==> config.mk <==
export PLATFORM = sky130hd
export DESIGN_NAME = hold_zero_sync
export DESIGN_NICKNAME = d
export VERILOG_FILES = /design/src/rtl/hold_zero_sync.sv
export SDC_FILE = /design/constraint.sdc
export NUM_CORES = 1
export LEC_CHECK = 0
export CAP_MARGIN = 20
export CORE_MARGIN = 1.5
export CORE_UTILIZATION = 47
export DETAILED_ROUTE_END_ITERATION = 8
export PLACE_DENSITY = 0.78
export SLEW_MARGIN = 20
export SYNTH_ARGS = -nofsm -noshare
export SYNTH_HDL_FRONTEND = slang
export SYNTH_SLANG_ARGS = --single-unit
==> constraint.sdc <==
create_clock -name Clk -period 10.35 [get_ports Clk]
set_input_delay 1.5525 -clock Clk [delete_from_list [all_inputs] [get_ports Clk]]
set_output_delay 1.5525 -clock Clk [all_outputs]
set_load 0.05 [all_outputs]
==> src/rtl/hold_zero_sync.sv <==
// Holding-zero front end for the ADC sine channel.
// Converts each accepted sample to the selected output code, tracks the
// hysteretic, debounced sign of the waveform (Sync), and measures the
// excitation period between rising crossings to flag a stable lock.
module hold_zero_sync #(
  parameter int DATA_W   = 14,
  parameter int HYST     = 64,
  parameter int DEBOUNCE = 2,
  parameter int PERIOD_W = 16,
  parameter int TOL      = 2,
  parameter int LOCK_N   = 4
) (
  input  logic                     Clk,
  input  logic                     Rst_n,
  input  logic signed [DATA_W-1:0] SinIn,
  input  logic                     InValid,
  input  logic                     CodeSel,
  output logic [DATA_W-1:0]        SinOut,
  output logic                     OutValid,
  output logic                     Sync,
  output logic                     SyncPulse,
  output logic [PERIOD_W-1:0]      Period,
  output logic                     PeriodValid,
  output logic                     Locked
);

  localparam int DB_W = $clog2(DEBOUNCE + 1);
  localparam int M_W  = $clog2(LOCK_N + 1);

  // Thresholds live one bit wider than the sample so -HYST never wraps.
  localparam logic signed [DATA_W:0] HYST_POS = (DATA_W+1)'(HYST);
  localparam logic signed [DATA_W:0] HYST_NEG = -HYST_POS;

  localparam logic [DB_W-1:0]     DB_MAX     = DB_W'(DEBOUNCE);
  localparam logic [M_W-1:0]      LOCK_MAX   = M_W'(LOCK_N);
  localparam logic [PERIOD_W-1:0] PERIOD_SAT = '1;
  localparam logic [PERIOD_W-1:0] PERIOD_TOL = PERIOD_W'(TOL);

  typedef enum logic [1:0] {
    UNKNOWN = 2'd0,
    POS     = 2'd1,
    NEG     = 2'd2
  } state_t;

  // Offset binary flips the sign bit; two's complement passes through.
  function automatic logic [DATA_W-1:0] convertCode(
    input logic signed [DATA_W-1:0] x,
    input logic                     twos
  );
    logic [DATA_W-1:0] raw;
    raw = x;
    convertCode = twos ? raw : {~raw[DATA_W-1], raw[DATA_W-2:0]};
  endfunction

  // Sample counter increment that sticks at all-ones.
  function automatic logic [PERIOD_W-1:0] satInc(input logic [PERIOD_W-1:0] c);
    satInc = (c == PERIOD_SAT) ? c : c + PERIOD_W'(1);
  endfunction

  // Unsigned magnitude of the difference between two periods.
  function automatic logic [PERIOD_W-1:0] absDiff(
    input logic [PERIOD_W-1:0] a,
    input logic [PERIOD_W-1:0] b
  );
    absDiff = (a >= b) ? a - b : b - a;
  endfunction

  // ---- stage p0: classify the incoming sample and decide the next state
  logic signed [DATA_W:0] sinExt_p0;
  logic                   isPos_p0;
  logic                   isNeg_p0;

  state_t                 state;
  state_t                 stateNext;
  logic [DB_W-1:0]        dbCnt;
  logic [DB_W-1:0]        dbNext;
  logic [DB_W-1:0]        runLen;
  logic                   runPos;
  logic                   runPosNext;
  logic                   rise_p0;

  logic [PERIOD_W-1:0]    sampCnt;
  logic [PERIOD_W-1:0]    cntNext_p0;
  logic                   seenRise;
  logic [PERIOD_W-1:0]    prevPeriod;
  logic                   prevValid;
  logic [M_W-1:0]         matchCnt;
  logic [M_W-1:0]         matchNext_p0;

  logic [DATA_W-1:0]      sinOut_p1;
  logic                   vld_p1;
  logic                   sync_p1;
  logic                   syncPulse_p1;
  logic [PERIOD_W-1:0]    period_p1;
  logic                   periodVld_p1;
  logic                   locked_p1;

  assign sinExt_p0 = {SinIn[DATA_W-1], SinIn};
  assign isPos_p0  = (sinExt_p0 >= HYST_POS);
  assign isNeg_p0  = (sinExt_p0 <  HYST_NEG);

  // Debounced hysteresis decision: a state change needs DEBOUNCE back-to-back
  // qualifying samples; anything else breaks the run.
  always_comb begin
    stateNext  = state;
    dbNext     = dbCnt;
    runPosNext = runPos;
    runLen     = dbCnt + DB_W'(1);
    if (InValid) begin
      case (state)
        UNKNOWN: begin
          if (isPos_p0 || isNeg_p0) begin
            // A run in UNKNOWN continues only if it has the same sign.
            runLen     = ((isPos_p0 == runPos) && (dbCnt != '0)) ? dbCnt + DB_W'(1) : DB_W'(1);
            runPosNext = isPos_p0;
            if (runLen >= DB_MAX) begin
              stateNext = isPos_p0 ? POS : NEG;
              dbNext    = '0;
            end else begin
              dbNext = runLen;
            end
          end else begin
            dbNext = '0;
          end
        end
        POS: begin
          if (isNeg_p0) begin
            if (runLen >= DB_MAX) begin
              stateNext = NEG;
              dbNext    = '0;
            end else begin
              dbNext = runLen;
            end
          end else begin
            dbNext = '0;
          end
        end
        NEG: begin
          if (isPos_p0) begin
            if (runLen >= DB_MAX) begin
              stateNext = POS;
              dbNext    = '0;
            end else begin
              dbNext = runLen;
            end
          end else begin
            dbNext = '0;
          end
        end
        default: begin
          stateNext = UNKNOWN;
          dbNext    = '0;
        end
      endcase
    end
  end

  assign rise_p0    = InValid && (state == NEG) && (stateNext == POS);
  assign cntNext_p0 = satInc(sampCnt);

  // Lock qualification for the period being closed by this crossing.
  always_comb begin
    matchNext_p0 = '0;
    if (prevValid && (cntNext_p0 != PERIOD_SAT) &&
        (absDiff(cntNext_p0, prevPeriod) <= PERIOD_TOL)) begin
      matchNext_p0 = (matchCnt == LOCK_MAX) ? matchCnt : matchCnt + M_W'(1);
    end
  end

  // ---- stage p1: registered outputs
  // Zero-crossing FSM with its registered Sync level and crossing pulse.
  always_ff @(posedge Clk or negedge Rst_n) begin
    if (!Rst_n) begin
      state        <= UNKNOWN;
      dbCnt        <= '0;
      runPos       <= 1'b0;
      sync_p1      <= 1'b0;
      syncPulse_p1 <= 1'b0;
    end else begin
      state        <= stateNext;
      dbCnt        <= dbNext;
      runPos       <= runPosNext;
      sync_p1      <= (stateNext == NEG);
      syncPulse_p1 <= rise_p0;
    end
  end

  // Code conversion; SinOut holds between accepted samples.
  always_ff @(posedge Clk or negedge Rst_n) begin
    if (!Rst_n) begin
      sinOut_p1 <= '0;
      vld_p1    <= 1'b0;
    end else begin
      vld_p1 <= InValid;
      if (InValid) begin
        sinOut_p1 <= convertCode(SinIn, CodeSel);
      end
    end
  end

  // Period measurement between rising crossings and lock tracking.
  always_ff @(posedge Clk or negedge Rst_n) begin
    if (!Rst_n) begin
      sampCnt      <= '0;
      seenRise     <= 1'b0;
      period_p1    <= '0;
      periodVld_p1 <= 1'b0;
      prevPeriod   <= '0;
      prevValid    <= 1'b0;
      matchCnt     <= '0;
      locked_p1    <= 1'b0;
    end else begin
      periodVld_p1 <= 1'b0;
      if (rise_p0) begin
        sampCnt  <= '0;
        seenRise <= 1'b1;
        // The first crossing after reset only opens the measurement window.
        if (seenRise) begin
          period_p1    <= cntNext_p0;
          periodVld_p1 <= 1'b1;
          matchCnt     <= matchNext_p0;
          locked_p1    <= (matchNext_p0 == LOCK_MAX);
          prevPeriod   <= cntNext_p0;
          prevValid    <= 1'b1;
        end
      end else if (InValid) begin
        sampCnt <= cntNext_p0;
      end
    end
  end

  assign SinOut      = sinOut_p1;
  assign OutValid    = vld_p1;
  assign Sync        = sync_p1;
  assign SyncPulse   = syncPulse_p1;
  assign Period      = period_p1;
  assign PeriodValid = periodVld_p1;
  assign Locked      = locked_p1;

endmodule

# Word-level counts from Yosys, hierarchy flattened
# Cells that the tools add are included.
dict set report word_totals {
  register_bits 61
}
dict set report op_classes {
  mux 25
  n_eq_ne 9
  magnitude_cmp 6
  addsub 5
  n_reduce_logical 11
  bitwise_logic 1
}
# op n
set op_table {}
lappend op_table {{$mux W16} 4}
lappend op_table {{$sub A16 B16 Y16} 2}
lappend op_table {{$mux W2} 14}
lappend op_table {{$add A16 B1 Y16 const B} 1}
lappend op_table {{$eq A16 B16 Y1 const B} 1}
lappend op_table {{$ge A16 B16 Y1} 1}
lappend op_table {{$le A16 B2 Y1 const B} 1}
lappend op_table {{$ne A16 B16 Y1 const B} 1}
lappend op_table {{$ge A14 B8 Y1 const B} 1}
lappend op_table {{$lt A14 B7 Y1 const B} 1}
lappend op_table {{$mux W14} 1}
lappend op_table {{$pmux W2 S3} 2}
lappend op_table {{$eq A3 B3 Y1 const B} 2}
lappend op_table {{$mux W3} 2}
lappend op_table {{$logic_and A1 B1 Y1} 5}
lappend op_table {{$eq A2 B1 Y1 const B} 2}
lappend op_table {{$eq A2 B2 Y1 const B} 2}
lappend op_table {{$ge A2 B2 Y1 const B} 2}
lappend op_table {{$reduce_bool A2 Y1} 2}
lappend op_table {{$add A3 B1 Y3 const B} 1}
lappend op_table {{$reduce_and A3 Y1} 1}
lappend op_table {{$add A2 B1 Y2 const B} 1}
lappend op_table {{$logic_not A2 Y1} 1}
lappend op_table {{$mux W1} 2}
lappend op_table {{4 further kinds} 4}

# Logic depth before layout (Yosys ltp)
dict set report logic_depth {
  word_depth 12
  depth_mapped 20
  depth_no_buf 18
}

# Worst setup path after synthesis
# No wires, ideal clock.
dict set report synth_timing {
  path_kind {register -> register}
  from {reg sampCnt[1]}
  to {reg matchCnt[0]}
  arrival_time_ns 4.413
  path_slack_ns 5.872
  setup_ns 0.064
  synth_period_minus_slack_ns 4.478
  stages_incl_launch_ff 19
  path_cell_list {dfrtp_1 > ha_1 > nand3_1 > nor4_2 > nor2_1 > a21oi_1 > inv_1 > fa_1 > nand3_1 > nand3_1 > a221oi_4 > and2_4 > buf_12 > mux2i_1 > a311oi_2 > xor2_1 > nand4_2 > a2111oi_2 > a21o_1}
}
dict set report synth_between {
  elab_chain_len 7
  word_cells_on_any_way 12
  classes_between {add/sub (3); order compare (2); eq/ne (2); mux (3); reduce/logical (2)}
}
# item line
set synth_rtl {}
lappend synth_rtl {{start, declared} 82} ;# logic [PERIOD_W-1:0] sampCnt;
lappend synth_rtl {{start signal, assigned} 227} ;# sampCnt <= cntNext_p0;
lappend synth_rtl {{$add A16 B1 Y16 / $eq A16 B16 Y1 (equally long branches)} 57} ;# satInc = (c == PERIOD_SAT) ? c : c + PERIOD_W'(1);
lappend synth_rtl {{$mux W16 (*)} 57}
lappend synth_rtl {{via cntNext_p0[1]} 83} ;# logic [PERIOD_W-1:0] cntNext_p0;
lappend synth_rtl {{$sub A16 B16 Y16 / $ge A16 B16 Y1 (equally long branches)} 65} ;# absDiff = (a >= b) ? a - b : b - a;
lappend synth_rtl {{$mux W16} 65}
lappend synth_rtl {{$le A16 B2 Y1} 165} ;# (absDiff(cntNext_p0, prevPeriod) <= PERIOD_TOL)) begin
lappend synth_rtl {{$logic_and A1 B1 Y1 (*)} 164} ;# if (prevValid && (cntNext_p0 != PERIOD_SAT) &&
lappend synth_rtl {{$mux W3 (*)} 164}
lappend synth_rtl {{end signal, assigned} 221} ;# matchCnt <= matchNext_p0;
lappend synth_rtl {{end, declared} 87} ;# logic [M_W-1:0] matchCnt;
# The timed path passes the listed nets; every way through them passes the cells marked *.
# A chain may end at the register's enable or synchronous reset.

# Worst setup path after layout
dict set report layout_timing {
  from {reg sampCnt[0]}
  to {reg matchCnt[2]}
}
# The elaborated chain is that of the path after synthesis.

==> out/results.md <==
| Result | Reported |
|:---|:---|
| Wire length of the first global-routing pass | 21080 microns |
| Post-synthesis average cell area | 8.593 sq um |
| Number of sinks on the clock net | 61 |
| Critical Path RT | 10.64 ns |
| Reg2reg setup slack | 4.66 ns |
| Total Routing Usage GR | 23.78% |
| Area delta synth->final | 16.02% |
| Cell at the slowest stage of the critical path | o21ai_1 |
| Hold path cells | 1 |
| Nature of the critical path endpoint | flop |
| Time the worst path needs with I/O delays and setup | 5.691 ns |
| Number of hold-repair buffers added at the cts stage | 0 |
| Dominant combinational cell family by area after synthesis | compound AO/OA/AOI/OAI gates |
| Clock power share | 11.8% |
| Leakage power | 2.496 nW |
| Total via count in the routed design | 4482 |
| Hold worst-path end | seenRise$_DFFE_PN0P_ |
| Cell chosen for the clock root | clkbuf_8 |
| Dominant cell type by count on the critical path | ha_1 |
| Flops & latches, synth | 61 |
| H-tree levels | 3 |
| Netlist area before placement | 4890 sq um |
| CTS tree | done |
| DRC violations left | 0 |
| Share of total power in sequential cells | 17.6% |
| Cell-by-cell listing of the critical path | ha_1 > and3_1 > nand4_1 > or4_1 > o21ai_0 > inv_1 > ha_1 > and3_4 > a221o_1 > o21ai_1 > nand2_1 > mux2_2 > a311oi_2 > xor2_1 > nand4_2 > nor4_1 > o22a_1 |
| Fmax achieved | 0.1757 GHz |
| Synth async-reset ratio | 100.0% |
| Internal power contribution | 1.012 mW |
| Largest driver fanout on the critical path | 13 |
| Overall routed net length | 12790 microns |
| Launch point of the worst reg-to-reg path | sampCnt[0]$_DFFE_PN0P_ |
| Worst vdd rail ir drop | 0.1429 mV |
| DP Worst Slack | 4.764 ns |
| Final setup violation count | 0 |
| Number of synthesized flops with an enable pin | 0 |
| Core footprint | 10230 sq um |
| YS warnings | 0 |
| Comb power frac | 70.6% |
| CP Buf/Inv Count | 1 |
| Number of max-cap violations | 0 |
| Fin cells | 749 |
| Number of nets at the end of the flow | 663 |
| Post-Synthesis Net Count | 624 |
| Critical path's largest stage delay | 0.64 ns |
| Number of vias per cell | 5.984 |
| Final number of max-transition violations | 0 |
| Setup repair after global routing missed its margin | false |
| Synthesized netlist cell count | 569 |
| Synth Area in XOR/XNOR | 2.329% |
| Startpoint type of the worst setup path | flop |
| Largest net degree at the start of global routing | 40 |
| P_sw | 1.076 mW |
| Share of final-layout standard cells stronger than drive strength 1 | 8.483% |
| Diode insertion count for antenna repair | 0 |
| Crit path DAT | 5.98 ns |
| Crit. Startpoint | sampCnt[0]$_DFFE_PN0P_ |
| Starting utilization of the core area | 47.79% |
| Std cell rows | 37 |
| Switching part of the total | 51.51% |
| Die height | 105 microns |
| Final TNS setup | 0 ns |
| Final total power | 2.088 mW |
| DPL Wire Length | 9626 microns |
| Min-Delay Path Class | reg -> reg |
| CP delay by family, top | simple AND/OR/NAND/NOR gates |
| Total power per unit cell area | 368.1 nW/um^2 |
| Worst-Margin Slew | 0.8196 ns |
| I/O pin total | 53 |
| Buffer levels on the longest clock path | 2 |
| Count of distinct cell types in the synthesized netlist | 66 |
| Starting DRC count in detailed routing | 255 |
| Number of buffers added by the clock tree synthesis step | 9 |
| Multiplexer share of the synthesized area | 4.887% |
| Post-CTS Repair Setup Buffers | 0 |
| Fin crit share | 54.99% |
| Final hold violations | 0 |
| Hold wc startpoint | seenRise$_DFFE_PN0P_ |
| Via count of the first global-routing pass | 4326 |
| Post-Synth Adder-Cell Area | 9.775% |
| Run status | finished clean |
| Number of port buffers | 52 |
| Routed wire length per instance | 17.08 microns |
| Endpoint of the most critical register-to-register path | matchCnt[2]$_DFFE_PN0P_ |
| Global placer's final weighted congestion | 0.9313 |
| Count of placed standard cells including taps | 733 |
| Smallest setup slack after layout | 4.659 ns |
| Simple logic cell fraction of the synthesized area | 20.83% |
| Worst rel slew slack | 44.99% |
| Die width | 105 microns |
| CTS clock-pin slew for the worst setup and hold paths | 0.08 ns |
| Type of the worst setup path | reg -> reg |
| Cells resized by post-CTS repair | 0 |
| Die outline area | 11030 sq um |
| Most instantiated flip-flop cell in the synthesis netlist | dfrtp_1 |
| Drt pass-1 iters | 4 |
| Antenna violations before repair | 0 |
| Sequential element share of the synthesized area | 31.22% |
| Fin Clk Skew | 0.01210 ns |
| Skew-Pair Late Insertion Delay | 0.36 ns |
| Count of nets left with antenna violations after detail routing | 0 |
| Synthesized-area fraction occupied by ao, oa, aoi and oai cells | 23.80% |
| Gr ovfl total | 0 |
| Path depth of the worst reg2reg path | 17 |
==> placed cells by master (no fill, tap or decap), types with 9 or more instances in the layout <==
master            n
clkdlybuf4s50_1  51
inv_1            53
nand3_1          26
nor3_1           13
ha_1             35
or3_1             9
dfrtp_1          61
a21oi_1          32
o21ai_0          41
xnor2_1          10
o2bb2ai_1        10
nand2_1          46
clkbuf_8          9
mux2_2           15
a21o_1           17
o211ai_1         10
nor2_1           22
==> synth_stat cells, types with 3 or more instances <==
cell type | count | area [sq um]
o2111ai_1 | 3 | 26.28
and2_1 | 6 | 37.54
nand2b_1 | 5 | 31.28
o21ai_1 | 4 | 20.02
clkbuf_1 | 17 | 63.81
xor2_1 | 3 | 26.28
nor3b_1 | 6 | 45.04
a21o_1 | 17 | 127.6
mux2_2 | 15 | 168.9
or3_1 | 9 | 56.30
inv_1 | 53 | 198.9
and4_1 | 3 | 26.28
and4_4 | 3 | 33.78
a22o_1 | 5 | 43.79
nand2_1 | 46 | 172.7
o21ai_0 | 41 | 205.2
ha_1 | 35 | 437.9
nand4b_1 | 3 | 26.28
a31oi_1 | 6 | 37.54
o21a_1 | 4 | 30.03
a211oi_1 | 4 | 30.03
o211ai_1 | 10 | 75.07
buf_2 | 3 | 15.01
o31ai_1 | 3 | 22.52
mux2i_1 | 7 | 70.07
dfrtp_1 | 61 | 1526
a2111oi_0 | 3 | 26.28
nand3_1 | 26 | 130.1
o21bai_1 | 4 | 30.03
a221oi_1 | 4 | 35.03
nor4_1 | 8 | 50.05
nand4_1 | 8 | 50.05
buf_6 | 3 | 33.78
nor2b_1 | 8 | 50.05
o22ai_1 | 4 | 25.02
and3_1 | 8 | 50.05
nor2_1 | 22 | 82.58
o2bb2ai_1 | 10 | 87.58
nor3_1 | 13 | 65.06
a21oi_1 | 32 | 160.2
xnor2_1 | 10 | 87.58
==> worst reg2reg max path: stages, from the launching register on <==
cell and delay [ns]:
dfrtp_1 0.56, ha_1 0.32, and3_1 0.30, nand4_1 0.21
or4_1 0.49, o21ai_0 0.19, inv_1 0.09, ha_1 0.34
and3_4 0.23, a221o_1 0.29, o21ai_1 0.64, nand2_1 0.49
mux2_2 0.42, a311oi_2 0.21, xor2_1 0.20, nand4_2 0.18
nor4_1 0.31, o22a_1 0.17
==> area by class of cell <==
class | count | area (sq um)
clock inverters | 7 | 98.84
flip-flops and latches | 61 | 1526
well taps | 136 | 170.2
clock buffers | 9 | 123.9
multi-input cells | 427 | 3013
fillers | 938 | 4558
inverters | 54 | 202.7
repair buffers | 55 | 538.0
==> power groups by stage <==
stage | sequential [mW] | combinational (mW) | clock [mW]
after global placement | 0.367 | 1.45 | 0
after CTS | 0.367 | 1.46 | 0.248
after global routing | 0.377 | 1.61 | 0.262
final | 0.368 | 1.47 | 0.246
after floorplan | 0.460 | 1.05 | 0
after detailed placement | 0.370 | 1.45 | 0
==> routing by layer <==
layer	up-vias	global-route usage, %	part of all wire [%]
met5	-	0	0
met4	0	7.241	2.4
met3	22	5.677	6.2
met2	152	40.10	49
met1	2152	30.06	43
li1	2156	-	-
==> sequential cells by signal, summed over array words and instances, names as in the netlist <==
signal       count
OutValid         1
state            2
dbCnt            2
prevValid        1
Locked           1
PeriodValid      1
sampCnt         16
Period          16
SinOut          14
Sync             1
runPos           1
seenRise         1
matchCnt         3
SyncPulse        1
==> cells by family (layout without fill, tap and decap cells) <==
group,after synthesis,after routing
DFF,61,61
AOI/OAI and AO/OA,170,170
xor gates and xnor gates,13,13
adders and majority gates,37,37
buffers and inverters,81,125
muxes,22,22
and+or+nand+nor,185,185
==> per-stage QoR <==
| stage | cell area, sq um | util (%) | hold slack, ns |
|---|---|---|---|
| 6_report | 5673 | 55.45 | 0.4965 |
| 5_1_grt | 5673 | 55.45 | 0.5175 |
| 4_1_cts | 5673 | 55.45 | 0.4886 |
| 3_5_place_dp | 5450 | 53.27 | 0.4710 |
| 3_3_place_gp | 5450 | 53.27 | 0.4613 |
| 2_1_floorplan | 4890 | - | 0.4403 |
==> how the worst max path moves through the flow <==
stage | endpoint | slack (ns) | depth (start not counted)
floorplan | matchCnt[0]$_DFFE_PN0P_ | 5.87 | 18
global placement | matchCnt[0]$_DFFE_PN0P_ | 4.92 | 17
detailed placement | matchCnt[2]$_DFFE_PN0P_ | 4.76 | 17
CTS | matchCnt[1]$_DFFE_PN0P_ | 4.74 | 17
global route | matchCnt[2]$_DFFE_PN0P_ | 4.17 | 17
finish | matchCnt[2]$_DFFE_PN0P_ | 4.66 | 17
Note: power is estimated with default switching activity, not from simulation.
